<file path="config.mk">
export PLATFORM = sky130hd
export DESIGN_NAME = block_datapath
export DESIGN_NICKNAME = d
export VERILOG_FILES = /design/src/rtl/block_datapath.sv
export SDC_FILE = /design/constraint.sdc
export NUM_CORES = 1
export LEC_CHECK = 0
export CAP_MARGIN = 20
export CORE_MARGIN = 2
export CORE_UTILIZATION = 51
export DETAILED_ROUTE_END_ITERATION = 10
export GPL_ROUTABILITY_DRIVEN = 0
export PLACE_DENSITY = 0.76
export SKIP_CTS_REPAIR_TIMING = 1
export SLEW_MARGIN = 40
export SYNTH_ARGS = -nofsm -noshare
export SYNTH_HDL_FRONTEND = slang
export SYNTH_SLANG_ARGS = --single-unit
</file>
<file path="constraint.sdc">
create_clock -name clk -period 1.8 [get_ports clk]
set_input_delay 0.18 -clock clk [delete_from_list [all_inputs] [get_ports clk]]
set_output_delay 0.18 -clock clk [all_outputs]
set_load 0.005 [all_outputs]
</file>
<file path="src/rtl/block_datapath.sv">
// Datapath for a sliding block: position/direction, block pixel scan, movement delay
// counter, stop/drop handling and game-over detection, feeding a VGA pixel writer.
module block_datapath #(
   parameter int X_MAX   = 160,
   parameter int Y_START = 116,
   parameter int BLOCK_W = 8,
   parameter int BLOCK_H = 4,
   parameter int SPEED   = 1,
   parameter int DELAY   = 12500000
) (
   input  logic       clk,
   input  logic       resetn,
   input  logic       reset_counter,
   input  logic       enable_counter,
   input  logic       reset_load,
   input  logic       ld_x,
   input  logic       ld_y,
   input  logic       count_x_enable,
   input  logic       writeEn,
   input  logic       colour_erase_enable,
   input  logic       stop_true,
   input  logic [2:0] colour_in,
   output logic [7:0] x_out,
   output logic [6:0] y_out,
   output logic [2:0] colour_out,
   output logic       plot,
   output logic       done_plot,
   output logic       enable_erase,
   output logic       game_over
);

   localparam int CW = $clog2(DELAY);

   logic [7:0]    x_pos_q, x_pos_d;
   logic [6:0]    y_pos_q, y_pos_d;
   logic          dir_q, dir_d;
   logic [3:0]    px_q, px_d, py_q, py_d;
   logic [CW-1:0] cnt_q, cnt_d;
   logic          stop_flag_q, stop_flag_d;
   logic          game_over_q, game_over_d;
   logic          px_last, py_last, right_fits;

   always_comb begin
      px_last      = (px_q == 4'(BLOCK_W - 1));
      py_last      = (py_q == 4'(BLOCK_H - 1));
      done_plot    = count_x_enable & px_last & py_last;
      enable_erase = enable_counter & (cnt_q == CW'(DELAY - 1));
      right_fits   = ({2'b00, x_pos_q} + 10'(BLOCK_W + SPEED)) <= 10'(X_MAX);

      x_out      = x_pos_q + 8'(px_q);
      y_out      = y_pos_q + 7'(py_q);
      colour_out = colour_erase_enable ? 3'b000 : colour_in;
      plot       = writeEn & ~game_over_q;
      game_over  = game_over_q;
   end

   // Delay counter: its own clear takes priority over the increment
   always_comb begin
      cnt_d = cnt_q;
      if (!reset_counter)
         cnt_d = '0;
      else if (enable_counter)
         cnt_d = enable_erase ? '0 : cnt_q + 1'b1;
   end

   always_comb begin
      px_d = px_q;
      py_d = py_q;
      if (!reset_load) begin
         px_d = '0;
         py_d = '0;
      end else if (count_x_enable) begin
         if (px_last) begin
            px_d = '0;
            py_d = py_last ? '0 : py_q + 1'b1;
         end else begin
            px_d = px_q + 1'b1;
         end
      end
   end

   // A drop (ld_y with stop pending) pre-empts any horizontal move in the same clock
   always_comb begin
      x_pos_d     = x_pos_q;
      y_pos_d     = y_pos_q;
      dir_d       = dir_q;
      stop_flag_d = stop_flag_q;
      game_over_d = game_over_q;
      if (!reset_load) begin
         x_pos_d     = '0;
         y_pos_d     = 7'(Y_START);
         dir_d       = 1'b1;
         stop_flag_d = 1'b0;
         game_over_d = 1'b0;
      end else begin
         if (ld_y && !game_over_q)
            stop_flag_d = 1'b0;
         else if (enable_erase && stop_true)
            stop_flag_d = 1'b1;
         if (!game_over_q) begin
            if (ld_y && stop_flag_q) begin
               if (y_pos_q >= 7'(BLOCK_H)) begin
                  y_pos_d = y_pos_q - 7'(BLOCK_H);
                  x_pos_d = '0;
                  dir_d   = 1'b1;
               end else begin
                  game_over_d = 1'b1;
               end
            end else if (ld_x && !stop_flag_q) begin
               if (dir_q) begin
                  if (right_fits) begin
                     x_pos_d = x_pos_q + 8'(SPEED);
                  end else begin
                     dir_d   = 1'b0;
                     x_pos_d = x_pos_q - 8'(SPEED);
                  end
               end else begin
                  if (x_pos_q >= 8'(SPEED)) begin
                     x_pos_d = x_pos_q - 8'(SPEED);
                  end else begin
                     dir_d   = 1'b1;
                     x_pos_d = x_pos_q + 8'(SPEED);
                  end
               end
            end
         end
      end
   end

   always_ff @(posedge clk or negedge resetn) begin
      if (!resetn) begin
         x_pos_q     <= '0;
         y_pos_q     <= 7'(Y_START);
         dir_q       <= 1'b1;
         px_q        <= '0;
         py_q        <= '0;
         cnt_q       <= '0;
         stop_flag_q <= 1'b0;
         game_over_q <= 1'b0;
      end else begin
         x_pos_q     <= x_pos_d;
         y_pos_q     <= y_pos_d;
         dir_q       <= dir_d;
         px_q        <= px_d;
         py_q        <= py_d;
         cnt_q       <= cnt_d;
         stop_flag_q <= stop_flag_d;
         game_over_q <= game_over_d;
      end
   end

endmodule

</file>
# Word level (Yosys, flattened, before mapping)
# Cells that the tools add are included.
[word_totals]
reg_bits = 50
out_inout_bits = 22
[classes]
bitwise = 5
n_reduce_logical = 9
add_sub_neg = 9
mux = 38
n_eq_ne = 12
magnitude_cmp = 3
[ops]
columns = ["operator", "count"]
rows = [
  ["$mux W24", 3],
  ["$mux W8", 8],
  ["$mux W4", 7],
  ["$mux W7", 4],
  ["$add A24 B1 Y24 const B", 1],
  ["$eq A24 B24 Y1 const B", 1],
  ["$mux W1", 15],
  ["$ne A2 B1 Y1 const B", 5],
  ["$add A8 B4 Y9 const B", 1],
  ["$le A9 B8 Y1 const B", 1],
  ["$add A4 B1 Y4 const B", 2],
  ["$add A8 B1 Y8 const B", 1],
  ["$add A8 B4 Y8", 1],
  ["$ge A8 B1 Y1 const B", 1],
  ["$sub A8 B1 Y8 const B", 1],
  ["$add A7 B4 Y7", 1],
  ["$ge A7 B3 Y1 const B", 1],
  ["$sub A7 B3 Y7 const B", 1],
  ["$ne A3 B1 Y1 const B", 2],
  ["$reduce_and A3 Y1", 2],
  ["$and A1 B1 Y1", 4],
  ["$eq A4 B2 Y1 const B", 1],
  ["$eq A4 B3 Y1 const B", 1],
  ["$logic_and A1 B1 Y1", 4],
  ["6 further kinds", 7],
]

# Longest topological paths before layout
# Gate-level depths: netlist of run 1.
[logic_depth]
ltp_word = 8
depth_mapped = 9
mapped_depth_nobuf = 9

# Worst setup path after synthesis of run 1
# No wires, ideal clock.
[synth_timing]
kind = "register to register"
start = "register x_pos_q[1]"
end = "register x_pos_q[2]"
synth_period_minus_slack_ps = 2042
arrival_ps = 1913
path_slack_ps = -242
setup_time_ps = 128
t_required_ps = 1672
n_path_buf = 0
stages_incl_launch_ff = 10
cell_sequence = "dfrtp_1 -> inv_1 -> ha_1 -> or4b_4 -> nor3_2 -> nand2_1 -> a21oi_1 -> nor2_1 -> nor4_1 -> a21oi_1"
[synth_between]
elab_chain_cells = 8
word_cells_on_any_way = 12
classes_between = "3 x add/sub; 2 x order compare; 7 x mux"
[synth_rtl]
columns = ["element", "line_no", "rtl"]
rows = [
  ["from (decl)", "34", "logic [7:0] x_pos_q, x_pos_d;"],
  ["from (signal assigned)", "141", "x_pos_q <= x_pos_d;"],
  ["$add A8 B4 Y9", "48", "right_fits = ({2'b00, x_pos_q} + 10'(BLOCK_W + SPEED)) <= 10'(X_MAX);"],
  ["$le A9 B8 Y1", "48", ""],
  ["$mux W8", "111", "if (right_fits) begin"],
  ["$mux W8 *", "110", "if (dir_q) begin"],
  ["$mux W8 *", "109", "end else if (ld_x && !stop_flag_q) begin"],
  ["$mux W8 *", "101", "if (ld_y && stop_flag_q) begin"],
  ["$mux W8 *", "100", "if (!game_over_q) begin"],
  ["$mux W8 *", "89", "if (!reset_load) begin"],
]
# Every way passes the cells marked *; elsewhere a longest branch is shown, timed or not. The select of a mux whose other input is x is not followed.
# A chain may end at the register's enable or synchronous reset.

# Worst setup path after layout of run 1
[layout_timing]
start = "register x_pos_q[0]"
end = "register x_pos_q[7]"
# The elaborated chain is that of the path after synthesis.

==> summary.txt, run 1 <==
status: finished, violations left
failing checks: negative setup slack
Die Wd: 84.2 µm
Worst Path Required: 2020 ps
GRT Overall Usage: 23.1%
startpoint types: flop
Final HPWL DP: 6050 µm
Setup-failing EPs final: 29
vias in the first global route: 2,918
DIE AREA: 0.00709 mm²
fin crit share: 124%
sequential share of power: 51.0%
Yosys cell types: 63
slew at the pin closest to its max-slew limit: 697 ps
Synth Register Bits: 48
Bufs on Longest Clock Path: 2
Final Hold Vio Count: 0
leading area contributor after synthesis: dfrtp_1
Top FF cell, synth: dfrtp_1
DR WL/cell: 16.5 µm
Vias/cell: 5.67
Final WS setup: -434 ps
CTS root buffer: clkbuf_8
setup_tns: -5590 ps
Pwr Density: 450 mW/mm²
share of cells above drive strength 1: 38.4%
Num CTS Buffers: 5
Post-Syn Area: 0.00328 mm²
CP max-delay cell: or4b_4
Static Leak: 2.13 nW
Synth-to-Final Area Change: 46.7%
Port Buf Inserts: 35
via count: 3,216
clk_skew: 6.02 ps
Die Y: 84.2 µm
DRT antenna net count: 0
# diodes: 0
Peak VDD IR: 0.000369 V
drt first pass iters: 5
worst reg-to-reg path cell count: 10
first-pass GRT wire length: 13,400 µm
crit path cell chain: buf_6 -> inv_4 -> ha_4 -> or4b_4 -> nor3_4 -> buf_4 -> and2_4 -> nor3_2 -> o31a_1 -> mux2i_1
Pins Over Slew Limit: 0
worst relative slew slack: 53.5%
Critical Path AT: 2460 ps
Synth Net Count: 398
sequential area share after synthesis: 36.8%
Worst Hold Slack: 473 ps
Core Region: 0.00628 mm²
Fmax achieved: 0.448 GHz
Critical Path Max Stage Delay: 490 ps
synth top area cells: dfrtp_1 33%, xnor2_1 5.6%, ha_1 5.3%, nor2_1 5.2%, dfstp_2 4.0%
# nets final: 518
std cell rows: 29
TritonCTS clock tree: yes
Int Pwr: 1.61 mW
Yosys top cell area share: 32.8%
Sw Share: 25.5%
antenna violations before repair: 0
Setup CP Type: flop to flop
synth warn: 0
Post-Syn Instances: 369
Logic pwr share: 18.1%
hold crit path type: primary input to asynchronous set/reset pin
RSZ-0062 raised after global routing: true
crit path max fanout: 5
Worst-path clk slew: 90 ps
Tmin final: 2230 ps
Mapped Avg Cell Area: 8.88 µm²
DRT iter0 DRCs: 154
Psw: 0.552 mW
CTS sink cnt: 48
Total Power: 2.16 mW
Top Ports: 36
Post-synth EDFFs: 0
Initial Util: 52.2%
H-tree depth: 2
# fillers: 405
Residual DRC: 0
endpoint type of the worst setup path: flop
clock latency on the worst-skew pair: 300 ps
Congestion Overflow GR: 0
Place WS: -430 ps
largest net degree at the start of global routing: 31
Max Cap Viol: 0
post-layout util: 76.6%
Routed WL: 9360 µm
post-synthesis async set-or-reset flop share: 100%
Clk pwr share: 30.9%
[final timing paths]
path	startpoint	slack, ps	endpoint
worst max-delay path	x_pos_q[0]	-430	x_pos_q[7]
worst min-delay path	resetn	470	y_pos_q[3]
worst max register to register	x_pos_q[0]	-430	x_pos_q[7]
worst min register to register	cnt_q[21]	580	cnt_q[21]
max in group asynchronous	resetn	700	cnt_q[8]
min in group clk	cnt_q[21]	580	cnt_q[21]
[through the flow]
step | cell area [µm²] | instances
after floorplan | 3330 | 369
after global placement | 4230 | 538
after detailed placement | 4230 | 538
after CTS | 4320 | 546
after global routing | 4810 | 567
final | 4810 | 567
[per-layer routing]
layer  part of all wire, %  up-vias  track usage (%)
li1                      -     1523                -
met1                    41     1553             31.3
met2                    52      122             38.8
met3                   5.4       18             3.24
met4                   1.6        0             7.04
met5                     0        -                0
[Yosys cell counts, drive strengths merged, types with 14 or more instances]
master and count:
nor2 47, dfrtp 43, nand2 28, a21oi 21, xnor2 21, o21ai 19
inv 17, nand3 16, nor3 15, xor2 15, ha 14
[sequential cells by signal, summed over array words and instances, names as in the netlist]
register / count
cnt_q: 24
x_pos_q: 8
y_pos_q: 5
px_q: 4
py_q: 4
dir_q: 1
game_over: 1
stop_flag_q: 1
[critical path, delay by kind of cell, from the launching register on]
kind | cells | cell delay, ps
AND/OR/NAND/NOR | 4 | 910
flip-flops | 1 | 420
buffers and inverters | 3 | 340
AO/OA/AOI/OAI | 1 | 230
multiplexers | 1 | 130
adder cells (fa/ha/maj) | 1 | 120
[placed cells by master, fill, tap and decap left out, drive strengths merged, types with 3 or more instances in the layout]
cell type and instances:
nand2 28, nand2b 8, buf 100, nor2b 10, nand3b 4, clkbuf 9, nor3 15, dfstp 5
inv 17, nor4 5, nand3 16, or3 4, a21oi 21, dfrtp 43, o21ai 19, and3 10
xor2 15, nand4 9, and2 4, clkdlybuf4s50 21, mux2i 3, dlymetal6s2s 7, xnor2 21, nor2 47
a211oi 5, ha 14
[cell type report]
type                       instances  area, µm²  share of cell area, %
tap                               77       96.3                   2.00
timing repair buffer             130       1100                   23.0
inverter                          17       68.8                   1.43
sequential                        48       1210                   25.2
multi-input combinational        287       2240                   46.5
clock buffer                       8       90.1                   1.87
[kinds of logic after synthesis]
kind of cell / Yosys count / share of synthesized area [%]
compound gates: 65 / 13.1
xor+xnor: 36 / 9.85
fa+ha+maj: 15 / 5.95
buf+inv: 34 / 5.19
flops: 48 / 36.8
mux: 3 / 0.916
simple gates: 168 / 28.2
[power by group through the flow]
stage                     Sequential (mW)  Clock, mW  Combinational, mW
after floorplan                      1.13          0              0.152
after global placement               1.12          0              0.323
after detailed placement             1.12          0              0.331
after CTS                            1.10      0.674              0.333
after global routing                 1.10      0.720              0.427
final                                1.10      0.669              0.391
Power figures use the tool's default switching activity.
==> run 2: changes to the inputs <==
Clock period 1.8 ns to 1.9 ns, I/O delays scaled along.
==> run 2 against run 1 <==
  * Highest routed layer unchanged
  * Combinational power shrank 10%
  * Count of clock-buffer cells in the layout down 2
  * Largest cell class unchanged
  * The flow finishes with violations (negative hold slack, negative setup slack)
  * Utilization down 3.7 points
  * Final cell count fell by 3.5%
  * Non-clock buffer count down 20
  * Worst hold slack worse by 500 ps
  * Clock power about the same
  * Critical path depth did not move
  * Die area unchanged
==> summary.txt, run 2 (same netlist as run 1, synthesis figures left out) <==
register area: 0.00121 mm²
Max Cap Viol: 0
DIE AREA: 0.00709 mm²
Initial Util: 52.2%
GRT Overall Usage: 22.4%
std cell rows: 29
Synth-to-Final Area Change: 39.5%
Peak VDD IR: 0.000315 V
CP max-delay cell: dfrtp_2
crit path max fanout: 6
Setup-failing EPs final: 19
commonest non-fill, non-tap cell in the layout: buf_4
Top Metal Used: met4
# diodes: 0
Static Leak: 2.00 nW
share of cells above drive strength 1: 34.9%
H-tree depth: 2
Worst Path Required: 2130 ps
CTS sink cnt: 48
TritonCTS clock tree: yes
multi-input combinational cell area: 0.00217 mm²
Worst-path clk slew: 90 ps
antenna violations before repair: 0
post-layout util: 72.9%
failing checks: negative hold slack, negative setup slack
drt first pass iters: 5
Die Y: 84.2 µm
Place WS: -320 ps
Core Region: 0.00628 mm²
Final Instance Count excl. Fillers: 547
Port Buf Inserts: 35
Critical Path Max Stage Delay: 450 ps
via count: 3,081
Final WS setup: -310 ps
Final Hold Vio Count: 43
Worst Hold Slack: -31.5 ps
Regs by FF count: cnt_q x24, x_pos_q x8, y_pos_q x5
most flop-heavy register: cnt_q
vias in the first global route: 2,928
hold crit path type: primary input to asynchronous set/reset pin
Pins Over Slew Limit: 0
Num CTS Buffers: 5
CTS root buffer: clkbuf_8
clock latency on the worst-skew pair: 300 ps
max FFs per register: 24
wl on met1: 3680 µm
DRT iter0 DRCs: 201
Routed WL: 8530 µm
Final HPWL DP: 5860 µm
endpoint type of the worst setup path: flop
slew at the pin closest to its max-slew limit: 598 ps
Tmin final: 2210 ps
Bufs on Longest Clock Path: 2
Met3 Routed Length: 322 µm
clk_skew: 3.68 ps
fin crit share: 116%
Pwr Density: 452 mW/mm²
# nets final: 498
Die Wd: 84.2 µm
Residual DRC: 0
# fillers: 419
Crit. Startpoint: x_pos_q[1]
commonest non-fill, non-tap cells in the layout: 65 x buf_4, 44 x nor2_1, 40 x dfrtp_1, 24 x nand2_1, 21 x clkdlybuf4s50_1
Congestion Overflow GR: 0
DR WL/cell: 15.6 µm
Crit Reg-Reg Startpoint: x_pos_q[1]
crit path cell chain: buf_6 -> ha_4 -> buf_6 -> nand2_2 -> nand3_2 -> and3_4 -> o31ai_4 -> a211oi_2 -> o31a_1 -> mux2i_1
Vias/cell: 5.63
startpoint types: flop
dpl cells: 526
Top Ports: 36
worst relative slew slack: 60.1%
routed wl met2: 4390 µm
Critical Path AT: 2440 ps
DRT antenna net count: 0
RSZ-0062 raised after global routing: true
first-pass GRT wire length: 13,100 µm
most frequent CP cell: buf_6
largest net degree at the start of global routing: 49
status: finished, violations left
Fmax achieved: 0.453 GHz
Setup CP Type: flop to flop
[run 2: cell count changes in the layout (fill, tap and decap cells not counted), sizes merged]
cell | previous run | this run
clkbuf | 9 | 10
dlygate4sd3 | 1 | 0
buf | 100 | 81
inv | 17 | 18
clkinv | 0 | 1
dlymetal6s2s | 7 | 4
[run 2: layout make-up]
| class | count | share of cell area, % |
|---|---|---|
| repair buffers | 110 | 20.3 |
| inverters | 17 | 1.50 |
| flip-flops and latches | 48 | 26.5 |
| well taps | 77 | 2.11 |
| multi-input cells | 287 | 47.5 |
| clock inverters | 2 | 0.301 |
| clock buffers | 6 | 1.81 |
[run 2: routing by layer]
metal	GRT usage, %	vias up
met5	0	-
met1	30.4	1495
li1	-	1482
met2	37.4	87
met4	6.60	0
met3	3.54	17
[run 2: metrics by stage]
stage | TNS (ps) | hold WS, ps | power, mW | area, µm²
finish | -3090 | -31.5 | 2.07 | 4570
global route | -4990 | 31.3 | 2.16 | 4570
CTS | -7650 | -5.49 | 2.02 | 4230
detailed placement | -3150 | 330 | 1.37 | 4130
global placement | -2460 | 320 | 1.36 | 4130
floorplan | -173 | -106 | 1.21 | 3320
[run 2: critical path, delay by kind of cell (launching register included)]
| kind | cells | cell delay, ps |
|---|---|---|
| AO/OA/AOI/OAI | 3 | 800 |
| adder cells (fa/ha/maj) | 1 | 180 |
| buffers and inverters | 2 | 260 |
| flip-flops | 1 | 450 |
| multiplexers | 1 | 140 |
| AND/OR/NAND/NOR | 3 | 320 |
[run 2: final timing paths]
path                            slack [ps]  cells after the start           to
worst max-delay path                  -310                     10   x_pos_q[7]
worst min-delay path                   -30                      2      px_q[2]
worst max register to register        -310                     10   x_pos_q[7]
worst min register to register         560                      2    cnt_q[13]
max in group asynchronous             1500                      2   y_pos_q[3]
min in group clk                       530                      3  stop_flag_q
[run 2: power by group]
group	internal (mW)	switching (mW)	leakage (nW)
Combinational	0.184	0.169	1.30
Sequential	1.03	0.0114	0.644
Clock	0.299	0.370	0.0516
